<file path="config.mk">
export PLATFORM = sky130hd
export DESIGN_NAME = ultrasonic_echo_timer_flat
export DESIGN_NICKNAME = d
export VERILOG_FILES = /design/src/rtl/ultrasonic_echo_timer_pkg.sv /design/src/rtl/ultrasonic_echo_timer_if.sv /design/src/rtl/ultrasonic_echo_timer_sync_2ff.sv /design/src/rtl/ultrasonic_echo_timer.sv /design/src/flat_wrapper.sv
export SDC_FILE = /design/constraint.sdc
export NUM_CORES = 1
export LEC_CHECK = 0
export ABC_CLOCK_PERIOD_IN_PS = 3100
export BUFFER_PORTS_ARGS = -buffer_cell sky130_fd_sc_hd__buf_2
export CAP_MARGIN = 20
export CORE_ASPECT_RATIO = 0.75
export CORE_MARGIN = 2
export CORE_UTILIZATION = 50
export DETAILED_ROUTE_END_ITERATION = 7
export PLACE_DENSITY = 0.7
export SYNTH_ARGS = -nofsm -noshare
export SYNTH_HDL_FRONTEND = slang
export SYNTH_SLANG_ARGS = --single-unit
export TNS_END_PERCENT = 10
</file>
<file path="constraint.sdc">
create_clock -name clk -period 3.1 [get_ports clk]
set_input_delay 0.62 -clock clk [delete_from_list [all_inputs] [get_ports clk]]
set_output_delay 0.62 -clock clk [all_outputs]
set_load 0.01 [all_outputs]
</file>
<file path="src/rtl/ultrasonic_echo_timer_pkg.sv">
// Shared types and default timing for the ultrasonic ranging controller.
package ultrasonic_echo_timer_pkg;

  // Measurement sequence: wait for request, align to carrier, transmit,
  // mask ringing, wait for echo, present result.
  typedef enum logic [2:0] {
    ST_IDLE   = 3'd0,
    ST_ARM    = 3'd1,
    ST_BURST  = 3'd2,
    ST_BLANK  = 3'd3,
    ST_LISTEN = 3'd4,
    ST_DONE   = 3'd5
  } state_t;

  // Defaults shared with the carrier generator (50 MHz clk, 40 kHz carrier).
  localparam int unsigned CARRIER_PERIOD   = 1250;
  localparam int unsigned DEF_BURST_CYCLES = 8;
  localparam int unsigned DEF_BLANK_CLKS   = 50_000;
  localparam int unsigned DEF_TIMEOUT_CLKS = 1_500_000;
  localparam int unsigned DEF_CNT_W        = 24;

endpackage

</file>
<file path="src/rtl/ultrasonic_echo_timer_if.sv">
// Bundle of the ranging controller's request, carrier, echo and result signals.
//
// Handshake: start is a one-cycle request that is only accepted while busy is
// low; a request seen while busy is high is dropped, never queued. tof_valid
// is a one-cycle strobe with no back-pressure; tof_clks and timeout are
// updated in that same cycle and then held until the next strobe.
interface ultrasonic_echo_timer_if #(
  parameter int unsigned CNT_W = 24
);
  import ultrasonic_echo_timer_pkg::*;

  logic             start;
  logic             pulse_in;
  logic             echo_in;
  logic             tx_out;
  logic             busy;
  logic             tof_valid;
  logic [CNT_W-1:0] tof_clks;
  logic             timeout;
  state_t           dbg_state;

  modport master (
    output start, pulse_in, echo_in,
    input  tx_out, busy, tof_valid, tof_clks, timeout, dbg_state
  );

  modport slave (
    input  start, pulse_in, echo_in,
    output tx_out, busy, tof_valid, tof_clks, timeout, dbg_state
  );

endinterface

</file>
<file path="src/rtl/ultrasonic_echo_timer_sync_2ff.sv">
// Two-flop synchronizer for a single asynchronous level.
// Deliberately has no reset: it keeps tracking the input through reset so the
// edge history is already valid on the first cycle after reset releases.
module ultrasonic_echo_timer_sync_2ff (
  input  logic i_clk,
  input  logic i_d,
  output logic o_q
);

  logic r_s1;
  logic r_s2;

  // Shift the asynchronous input through two flops.
  always_ff @(posedge i_clk) begin
    r_s1 <= i_d;
    r_s2 <= r_s1;
  end

  assign o_q = r_s2;

endmodule

</file>
<file path="src/rtl/ultrasonic_echo_timer.sv">
// Ultrasonic ranging controller: gates a burst of whole carrier periods to the
// transducer, blanks the receiver, then timestamps the first echo rising edge
// (or reports a timeout) in clk cycles measured from the first burst cycle.
module ultrasonic_echo_timer
  import ultrasonic_echo_timer_pkg::*;
#(
  parameter int unsigned BURST_CYCLES = DEF_BURST_CYCLES,
  parameter int unsigned BLANK_CLKS   = DEF_BLANK_CLKS,
  parameter int unsigned TIMEOUT_CLKS = DEF_TIMEOUT_CLKS,
  parameter int unsigned CNT_W        = DEF_CNT_W
) (
  input  logic                   clk,
  input  logic                   rst,
  ultrasonic_echo_timer_if.slave bus
);

  localparam int unsigned BURST_W = $clog2(BURST_CYCLES + 1);

  localparam logic [CNT_W-1:0]   BLANK_LAST   = CNT_W'(BLANK_CLKS - 1);
  localparam logic [CNT_W-1:0]   TIMEOUT_LAST = CNT_W'(TIMEOUT_CLKS - 1);
  localparam logic [CNT_W-1:0]   TIMEOUT_VAL  = CNT_W'(TIMEOUT_CLKS);
  localparam logic [BURST_W-1:0] BURST_LAST   = BURST_W'(BURST_CYCLES - 1);

  state_t             r_state;
  state_t             w_next;
  logic [CNT_W-1:0]   r_tof_cnt;
  logic [CNT_W-1:0]   r_tof_clks;
  logic               r_timeout;
  logic [BURST_W-1:0] r_burst_cnt;
  logic               r_echo_prev;
  logic               r_pulse_prev;
  logic               w_echo_sync;
  logic               w_echo_edge;
  logic               w_fall;

  ultrasonic_echo_timer_sync_2ff u_echo_sync (
    .i_clk (clk),
    .i_d   (bus.echo_in),
    .o_q   (w_echo_sync)
  );

  // Edge history for echo and carrier; runs regardless of reset or state.
  always_ff @(posedge clk) begin
    r_echo_prev  <= w_echo_sync;
    r_pulse_prev <= bus.pulse_in;
  end

  assign w_echo_edge = w_echo_sync & ~r_echo_prev;
  assign w_fall      = r_pulse_prev & ~bus.pulse_in;

  // State register.
  always_ff @(posedge clk) begin
    if (rst) r_state <= ST_IDLE;
    else     r_state <= w_next;
  end

  // Next-state decode; an echo edge beats the timeout in the same cycle.
  always_comb begin
    w_next = r_state;
    case (r_state)
      ST_IDLE:   if (bus.start) w_next = ST_ARM;
      // Open the gate only while the carrier is low so no partial pulse goes out.
      ST_ARM:    if (!bus.pulse_in) w_next = ST_BURST;
      ST_BURST:  if (w_fall && (r_burst_cnt == BURST_LAST)) w_next = ST_BLANK;
      ST_BLANK:  if (r_tof_cnt >= BLANK_LAST) w_next = ST_LISTEN;
      ST_LISTEN: if (w_echo_edge || (r_tof_cnt == TIMEOUT_LAST)) w_next = ST_DONE;
      ST_DONE:   w_next = ST_IDLE;
      default:   w_next = ST_IDLE;
    endcase
  end

  // Time-of-flight and burst counters; tof reads 0 on the first BURST cycle.
  always_ff @(posedge clk) begin
    if (rst) begin
      r_tof_cnt   <= '0;
      r_burst_cnt <= '0;
    end else begin
      case (r_state)
        ST_ARM: begin
          r_tof_cnt   <= '0;
          r_burst_cnt <= '0;
        end
        ST_BURST: begin
          r_tof_cnt <= r_tof_cnt + CNT_W'(1);
          if (w_fall) r_burst_cnt <= r_burst_cnt + BURST_W'(1);
        end
        ST_BLANK, ST_LISTEN: r_tof_cnt <= r_tof_cnt + CNT_W'(1);
        default: ;
      endcase
    end
  end

  // Capture the result on LISTEN exit; it is held until the next capture.
  always_ff @(posedge clk) begin
    if (rst) begin
      r_tof_clks <= '0;
      r_timeout  <= 1'b0;
    end else if (r_state == ST_LISTEN) begin
      if (w_echo_edge) begin
        r_tof_clks <= r_tof_cnt;
        r_timeout  <= 1'b0;
      end else if (r_tof_cnt == TIMEOUT_LAST) begin
        r_tof_clks <= TIMEOUT_VAL;
        r_timeout  <= 1'b1;
      end
    end
  end

  assign bus.tx_out    = bus.pulse_in & (r_state == ST_BURST);
  assign bus.busy      = (r_state != ST_IDLE);
  assign bus.tof_valid = (r_state == ST_DONE);
  assign bus.tof_clks  = r_tof_clks;
  assign bus.timeout   = r_timeout;
  assign bus.dbg_state = r_state;

endmodule

</file>
<file path="src/flat_wrapper.sv">
// flat-port wrapper written by rule: the top's interface ports become plain ports
module ultrasonic_echo_timer_flat import ultrasonic_echo_timer_pkg::*;
#(
  parameter int unsigned BURST_CYCLES = DEF_BURST_CYCLES,
  parameter int unsigned BLANK_CLKS   = DEF_BLANK_CLKS,
  parameter int unsigned TIMEOUT_CLKS = DEF_TIMEOUT_CLKS,
  parameter int unsigned CNT_W        = DEF_CNT_W
)
  (clk, rst, bus_start, bus_pulse_in, bus_echo_in, bus_tx_out, bus_busy, bus_tof_valid, bus_tof_clks, bus_timeout, bus_dbg_state);
  ultrasonic_echo_timer_if #(.CNT_W(CNT_W)) bus_i ();
  input  logic clk;
  input  logic rst;
  input wire logic [$bits(bus_i.start)-1:0] bus_start;
  input wire logic [$bits(bus_i.pulse_in)-1:0] bus_pulse_in;
  input wire logic [$bits(bus_i.echo_in)-1:0] bus_echo_in;
  output wire logic [$bits(bus_i.tx_out)-1:0] bus_tx_out;
  output wire logic [$bits(bus_i.busy)-1:0] bus_busy;
  output wire logic [$bits(bus_i.tof_valid)-1:0] bus_tof_valid;
  output wire logic [$bits(bus_i.tof_clks)-1:0] bus_tof_clks;
  output wire logic [$bits(bus_i.timeout)-1:0] bus_timeout;
  output wire logic [$bits(bus_i.dbg_state)-1:0] bus_dbg_state;
  assign bus_i.start = bus_start;
  assign bus_i.pulse_in = bus_pulse_in;
  assign bus_i.echo_in = bus_echo_in;
  assign bus_tx_out = bus_i.tx_out;
  assign bus_busy = bus_i.busy;
  assign bus_tof_valid = bus_i.tof_valid;
  assign bus_tof_clks = bus_i.tof_clks;
  assign bus_timeout = bus_i.timeout;
  assign bus_dbg_state = bus_i.dbg_state;
  ultrasonic_echo_timer #(.BURST_CYCLES(BURST_CYCLES), .BLANK_CLKS(BLANK_CLKS), .TIMEOUT_CLKS(TIMEOUT_CLKS), .CNT_W(CNT_W)) u_core (.clk(clk), .rst(rst), .bus(bus_i));
endmodule
</file>
==> flow_metrics.env, run 1 <==
export IMPL_regToRegEndpoint="u_core.r_tof_cnt[12]"
export IMPL_dieArea_um2=5880
export IMPL_ir_drop_mv=0.350
export IMPL_endpoint_kind="register"
export IMPL_numPortBuffers=35
export IMPL_reg2reg_depth=5
export IMPL_crit_type="register to register"
export IMPL_worst_pin_slew_ps=663
export IMPL_finalHoldViolations=0
export IMPL_post_cts_setup_buffers=0
export IMPL_antenna_found_initial=0
export IMPL_cts_resized=0
export IMPL_min_path_cells=0
export IMPL_timing_hold_ws_ps=327
export IMPL_critPathArrivalTime_ps=2460
export IMPL_row_count=22
export IMPL_cts_sinks=60
export IMPL_grt_overflow=0
export IMPL_grt_pass1_wl_um=9580
export IMPL_period_share_pct=70.3
export IMPL_vias_per_cell=5.77
export IMPL_power_density_nw_per_um2=622
export IMPL_clock_fmax_mhz=459
export IMPL_synthesis_area_um2=2640
export IMPL_grt_pass1_vias=1966
export IMPL_critical_path_max_fanout=19
export IMPL_synth_main_ff_cell="dfxtp_1"
export IMPL_leakagePower_nw=1.19
export IMPL_initial_core_util_pct=53.0
export IMPL_r2r_slack_ps=920
export IMPL_diodes=0
export IMPL_rsz0062_at_grt="false"
export IMPL_period_minus_slack_ps=2180
export IMPL_crit_path_start_kind="register"
export IMPL_htreeDepth=3
export IMPL_cts_tree="built"
export IMPL_syn2layout_area_growth_pct=16.1
export IMPL_die_w_um=87.9
export IMPL_gr_usage_all_layers_pct=21.5
export IMPL_min_path_type="register to register"
export IMPL_drc_errors=0
export IMPL_cap_violations=0
export IMPL_min_delay_start="u_core.u_echo_sync.r_s1"
export IMPL_dpl_hpwl_um=3950
export IMPL_fin_skew_ps=9.05
export IMPL_finalSetupTns_ps=0
export IMPL_clockBufferDepth=2
export IMPL_root_buffer="clkbuf_8"
export IMPL_startpoint="u_core.bus.dbg_state[1]"
export IMPL_nFillCells=448
export IMPL_drive_above_1_share_pct=24.1
export IMPL_r2r_start="u_core.bus.dbg_state[1]"
export IMPL_wl_um=5760
export IMPL_drt_iter0_drc=140
export IMPL_cp_required_ps=3380
export IMPL_yosys_warnings=0
export IMPL_clk_pin_slew_worst_paths_ps=70
export IMPL_gp_congestion=0.872
export IMPL_cts_buffers=9
export IMPL_yosysSeqAreaShare_pct=45.5
export IMPL_grt_max_degree=20
export IMPL_num_vias=2234
export IMPL_routedWlPerCell_um=14.9
export IMPL_synth_nets=291
export IMPL_ctsHoldBuffers=0
export IMPL_core_um2=4980
export IMPL_layout_nets=317
export IMPL_whs_endpoint="u_core.u_echo_sync.o_q"
export IMPL_synth_seq_cells=60
export IMPL_slew_headroom_pct=55.8
export IMPL_die_h_um=66.9
export IMPL_avgSynthCellArea_um2=9.30
export IMPL_maxSlewViolCount=0
export IMPL_setup_violations=0
export IMPL_pin_count=36
export IMPL_async_reset_ff_share_pct=0
export IMPL_insertion_delay_ps=340
export IMPL_synth_edf_count=0
export IMPL_syn_inst=284
export IMPL_ant_nets=0
export IMPL_ys_types=55
export IMPL_status="finished, final reports clean"
export IMPL_first_pass_iters=4
stage by stage:
| stage | cells | cell area, µm² | util, % | total power [mW] | setup WS [ps] |
|---|---|---|---|---|---|
| 6_report | 387 | 3070 | 61.5 | 1.91 | 921 |
| 5_1_grt | 387 | 3070 | 61.5 | 1.99 | 729 |
| 4_1_cts | 387 | 3070 | 61.5 | 1.93 | 924 |
| 3_5_place_dp | 371 | 2820 | 56.5 | 1.06 | 921 |
| 3_3_place_gp | 371 | 2820 | 56.5 | 1.05 | 1000 |
| 2_1_floorplan | 284 | 2640 | - | 1.01 | 1220 |
cell usage in the layout, fill, tap and decap left out, types with 6 or more instances in the layout:
cell type	n
nand4_1	6
nor2_1	28
nor4_1	8
nand2_1	22
buf_2	35
nor3_1	8
and3_1	7
dfxtp_1	60
mux2_2	9
o221a_2	9
o21ai_0	6
or3_1	7
a22o_1	14
a21oi_1	8
nand3_1	9
clkbuf_8	11
worst max path at each step:
stage | end | cells after the start
final | u_core.r_tof_cnt[12] | 5
after global routing | u_core.r_tof_cnt[16] | 5
after CTS | u_core.r_tof_cnt[14] | 5
after detailed placement | u_core.r_tof_cnt[14] | 5
after global placement | u_core.r_tof_cnt[14] | 5
after floorplan | u_core.r_tof_cnt[14] | 6
power breakdown:
group | switching (mW) | internal [mW] | total [mW]
combinational | 0.134 | 0.0706 | 0.204
sequential | 0.0397 | 0.791 | 0.830
clock | 0.294 | 0.577 | 0.871
total | 0.468 | 1.44 | 1.91
cell families after synthesis:
logic type | count (synthesis) | share of synthesized area (%)
flip-flops | 60 | 45.5
buffers and inverters | 28 | 4.98
AND/OR/NAND/NOR | 114 | 22.5
adder cells (fa/ha/maj) | 2 | 0.948
AO/OA/AOI/OAI | 64 | 19.8
XOR/XNOR | 6 | 1.99
multiplexers | 10 | 4.27
cells in the mapped netlist, drive strengths merged (2+ instances only):
library cell | count | area [µm²]
nor2 | 29 | 111
o211ai | 5 | 37.5
inv | 5 | 18.8
or4 | 3 | 22.5
nand4 | 6 | 37.5
a311oi | 2 | 17.5
buf | 12 | 70.1
a21oi | 9 | 48.8
and2 | 2 | 12.5
a31oi | 2 | 12.5
o21ai | 6 | 30.0
nor3 | 8 | 40.0
or3 | 7 | 43.8
nor3b | 2 | 20.0
a22o | 14 | 123
nor4 | 8 | 50.1
xnor2 | 3 | 26.3
mux2 | 10 | 113
nand2 | 22 | 82.6
nand2b | 3 | 18.8
o21a | 2 | 15.0
dfxtp | 60 | 1200
xor2 | 3 | 26.3
nor2b | 2 | 12.5
and3 | 7 | 43.8
ha | 2 | 25.0
o221a | 10 | 113
clkbuf | 11 | 42.5
nand3 | 9 | 45.0
o2111ai | 3 | 32.5
layout make-up:
type | instances | area [µm²] | share of cell area, %
Clock buffer | 12 | 155 | 5.06
Clock inverter | 4 | 95.1 | 3.10
Inverter | 5 | 18.8 | 0.612
Multi-Input combinational cell | 196 | 1310 | 42.7
Sequential cell | 60 | 1200 | 39.2
Tap cell | 72 | 90.1 | 2.94
Timing Repair Buffer | 38 | 198 | 6.45
sequential cells by signal (all words and copies together), names as in the netlist:
name,flops
u_core.r_tof_cnt,24
u_core.r_pulse_prev,1
u_core.r_burst_cnt,4
u_core.u_echo_sync.r_s1,1
u_core.u_echo_sync.o_q,1
u_core.r_echo_prev,1
u_core.bus.timeout,1
u_core.bus.dbg_state,3
u_core.bus.tof_clks,24
critical path: stages (launching register included):
cell,delay [ps]
dfxtp_1,640
and2b_1,360
nor2_2,100
or4_1,530
or3_1,350
a21oi_1,140
metal layers:
layer | GRT usage (%) | wire length (µm) | vias up
li1 | - | - | 1108
met4 | 9.81 | 102 | 0
met3 | 6.32 | 312 | 13
met5 | 0 | 0 | -
met2 | 30.8 | 2360 | 59
met1 | 29.7 | 2990 | 1054
Power figures use the tool's default switching activity.
==> run 2: changes to the inputs <==
Settings changed: ABC_AREA from default to 1, ABC_CLOCK_PERIOD_IN_PS 3100 to 2009, PLACE_DENSITY 0.7 to 0.69.
Clock period 3.1 ns to 2.01 ns, I/O delays scaled along.
==> flow_metrics.env, run 2 <==
export IMPL_routedWlPerCell_um=13.8
export IMPL_timing_hold_ws_ps=164
export IMPL_worst_path_buf_inv=3
export IMPL_num_vias=2968
export IMPL_vias_per_cell=5.24
export IMPL_insertion_delay_ps=340
export IMPL_endpoint_kind="primary output"
export IMPL_cpMaxStageDelayCell="dfxtp_1"
export IMPL_nFillCells=548
export IMPL_place_area_um2=3280
export IMPL_htreeDepth=3
export IMPL_grt_max_degree=29
export IMPL_power_density_nw_per_um2=923
export IMPL_synth_edf_count=0
export IMPL_r2r_slack_ps=230
export IMPL_async_reset_ff_share_pct=0
export IMPL_cts_buffers=9
export IMPL_critical_path_max_fanout=6
export IMPL_diodes=0
export IMPL_min_path_type="input pin to register"
export IMPL_synth_main_ff_cell="dfxtp_1"
export IMPL_synth_top_area_share_pct=40.0
export IMPL_whs_endpoint="u_core.u_echo_sync.r_s1"
export IMPL_ys_types=33
export IMPL_final_area_um2=3510
export IMPL_crit_path_start_kind="register"
export IMPL_die_w_um=93.5
export IMPL_reg2reg_depth=10
export IMPL_ant_nets=0
export IMPL_synth_most_common_cell="nand2_1"
export IMPL_post_route_util_pct=60.6
export IMPL_yosys_warnings=0
export IMPL_dieArea_um2=6650
export IMPL_cts_tree="built"
export IMPL_pin_count=36
export IMPL_dpl_hpwl_um=5690
export IMPL_numPortBuffers=35
export IMPL_ir_drop_mv=0.489
export IMPL_fin_skew_ps=7.60
export IMPL_die_h_um=71.1
export IMPL_critPathTopFamily="simple AND/OR/NAND/NOR gates"
export IMPL_crit_top_cell="inv_1"
export IMPL_clk_pin_slew_worst_paths_ps=60
export IMPL_cp_required_ps=1610
export IMPL_setup_violations=0
export IMPL_layout_nets=491
export IMPL_synth_seq_cells=60
export IMPL_finalSetupTns_ps=0
export IMPL_drive_above_1_share_pct=19.1
export IMPL_syn2layout_area_growth_pct=16.9
export IMPL_final_common_cell="nand2_1"
export IMPL_initial_core_util_pct=51.9
export IMPL_regToRegEndpoint="u_core.r_tof_cnt[22]"
export IMPL_min_delay_start="bus_echo_in"
export IMPL_synth_area_leader_cell="dfxtp_1"
export IMPL_crit_type="register to primary output"
export IMPL_ctsHoldBuffers=0
export IMPL_grt_pass1_wl_um=13200
export IMPL_root_buffer="clkbuf_8"
export IMPL_critPathArrivalTime_ps=1460
export IMPL_syn_inst=440
export IMPL_post_cts_setup_buffers=0
export IMPL_drt_iter0_drc=202
export IMPL_worst_pin_slew_ps=394
export IMPL_maxSlewViolCount=0
export IMPL_first_pass_iters=4
export IMPL_clockBufferDepth=2
export IMPL_grt_pass1_vias=2738
export IMPL_rsz0062_at_grt="false"
export IMPL_period_minus_slack_ps=1860
export IMPL_cts_resized=0
export IMPL_avgSynthCellArea_um2=6.83
export IMPL_cts_sinks=60
export IMPL_status="finished, final reports clean"
export IMPL_cap_violations=0
export IMPL_cpPeakStageDelay_ps=370
export IMPL_antenna_found_initial=0
export IMPL_yosysSeqAreaShare_pct=40.0
export IMPL_synth_common_cells="nand2_1, dfxtp_1, inv_1"
export IMPL_r2r_start="u_core.r_tof_cnt[1]"
export IMPL_finalHoldViolations=0
export IMPL_min_path_cells=1
export IMPL_leakagePower_nw=1.49
export IMPL_grt_overflow=0
export IMPL_row_count=24
export IMPL_synth_nets=447
export IMPL_gr_usage_all_layers_pct=25.8
export IMPL_drc_errors=0
export IMPL_crit_chain="inv_1 -> nand2_1 -> nor2_4 -> inv_1 -> nor2_1 -> buf_2"
export IMPL_core_um2=5800
export IMPL_synthesis_area_um2=3010
export IMPL_wl_um=7800
export IMPL_synth_area_leaders="dfxtp_1, nand2_1, nand3_1"
export IMPL_layout_common_cells="nand2_1, dfxtp_1, inv_1, nand3_1, a21oi_1"
export IMPL_gp_congestion=0.937
export IMPL_period_share_pct=92.7
export IMPL_slew_headroom_pct=73.5
export IMPL_clock_fmax_mhz=537
## run 2: cell count changes in the layout (fill, tap and decap cells not counted), sizes merged, moves of 11 or more
cell   delta
inv      +56
nand3    +40
a22o     -14
nor2     +19
a21oi    +38
buf      +11
o21ai    +17
nand2    +85
## run 2: worst max-delay path by stage
stage                            start                      end  slack, ps  cells past startpoint
2_1_floorplan      u_core.r_tof_cnt[0]  u_core.bus.tof_clks[19]        490                     11
3_3_place_gp       u_core.r_tof_cnt[0]   u_core.bus.tof_clks[1]        240                     10
3_5_place_dp       u_core.r_tof_cnt[1]   u_core.bus.tof_clks[8]        180                      9
4_1_cts        u_core.bus.dbg_state[1]               bus_tx_out         50                      5
5_1_grt        u_core.bus.dbg_state[2]               bus_tx_out         20                      6
6_report       u_core.bus.dbg_state[2]               bus_tx_out        150                      6
## run 2: area by class of cell
class                   instances  area, µm²  share of cell area (%)
well taps                      78       97.6                    2.78
inverters                      61        229                    6.52
clock buffers                  11        151                    4.31
repair buffers                 49        280                    7.98
multi-input cells             303       1480                    42.1
flip-flops and latches         60       1200                    34.2
clock inverters                 4       72.6                    2.07
## run 2: cell families (layout without fill, tap and decap cells)
family / Yosys count / in the layout / synth area share, %
adders and majority gates: 2 / 2 / 0.833
and+or+nand+nor: 219 / 219 / 33.1
AOI/OAI and AO/OA: 82 / 82 / 14.9
DFF: 60 / 60 / 40.0
buffers and inverters: 77 / 125 / 11.2
## run 2: metrics by stage
step / total power [mW] / setup WS (ps) / cells
global route: 3.41 / 19.1 / 566
floorplan: 1.87 / 490 / 440
finish: 3.24 / 148 / 566
global placement: 2.03 / 240 / 551
CTS: 3.26 / 54.0 / 566
detailed placement: 2.04 / 179 / 551
## run 2: power breakdown
group	internal [mW]	leakage (nW)	total, mW	switching (mW)
Sequential	1.23	0.486	1.30	0.0652
Clock	0.756	0.111	1.22	0.462
Combinational	0.229	0.888	0.729	0.500
## run 2: layer usage
metal	vias up	global-route usage (%)	share of wire, %
li1	1508	-	-
met1	1358	36.2	50
met2	92	39.2	44
met3	10	6.28	5.3
met4	0	8.66	1.1
met5	-	0	0
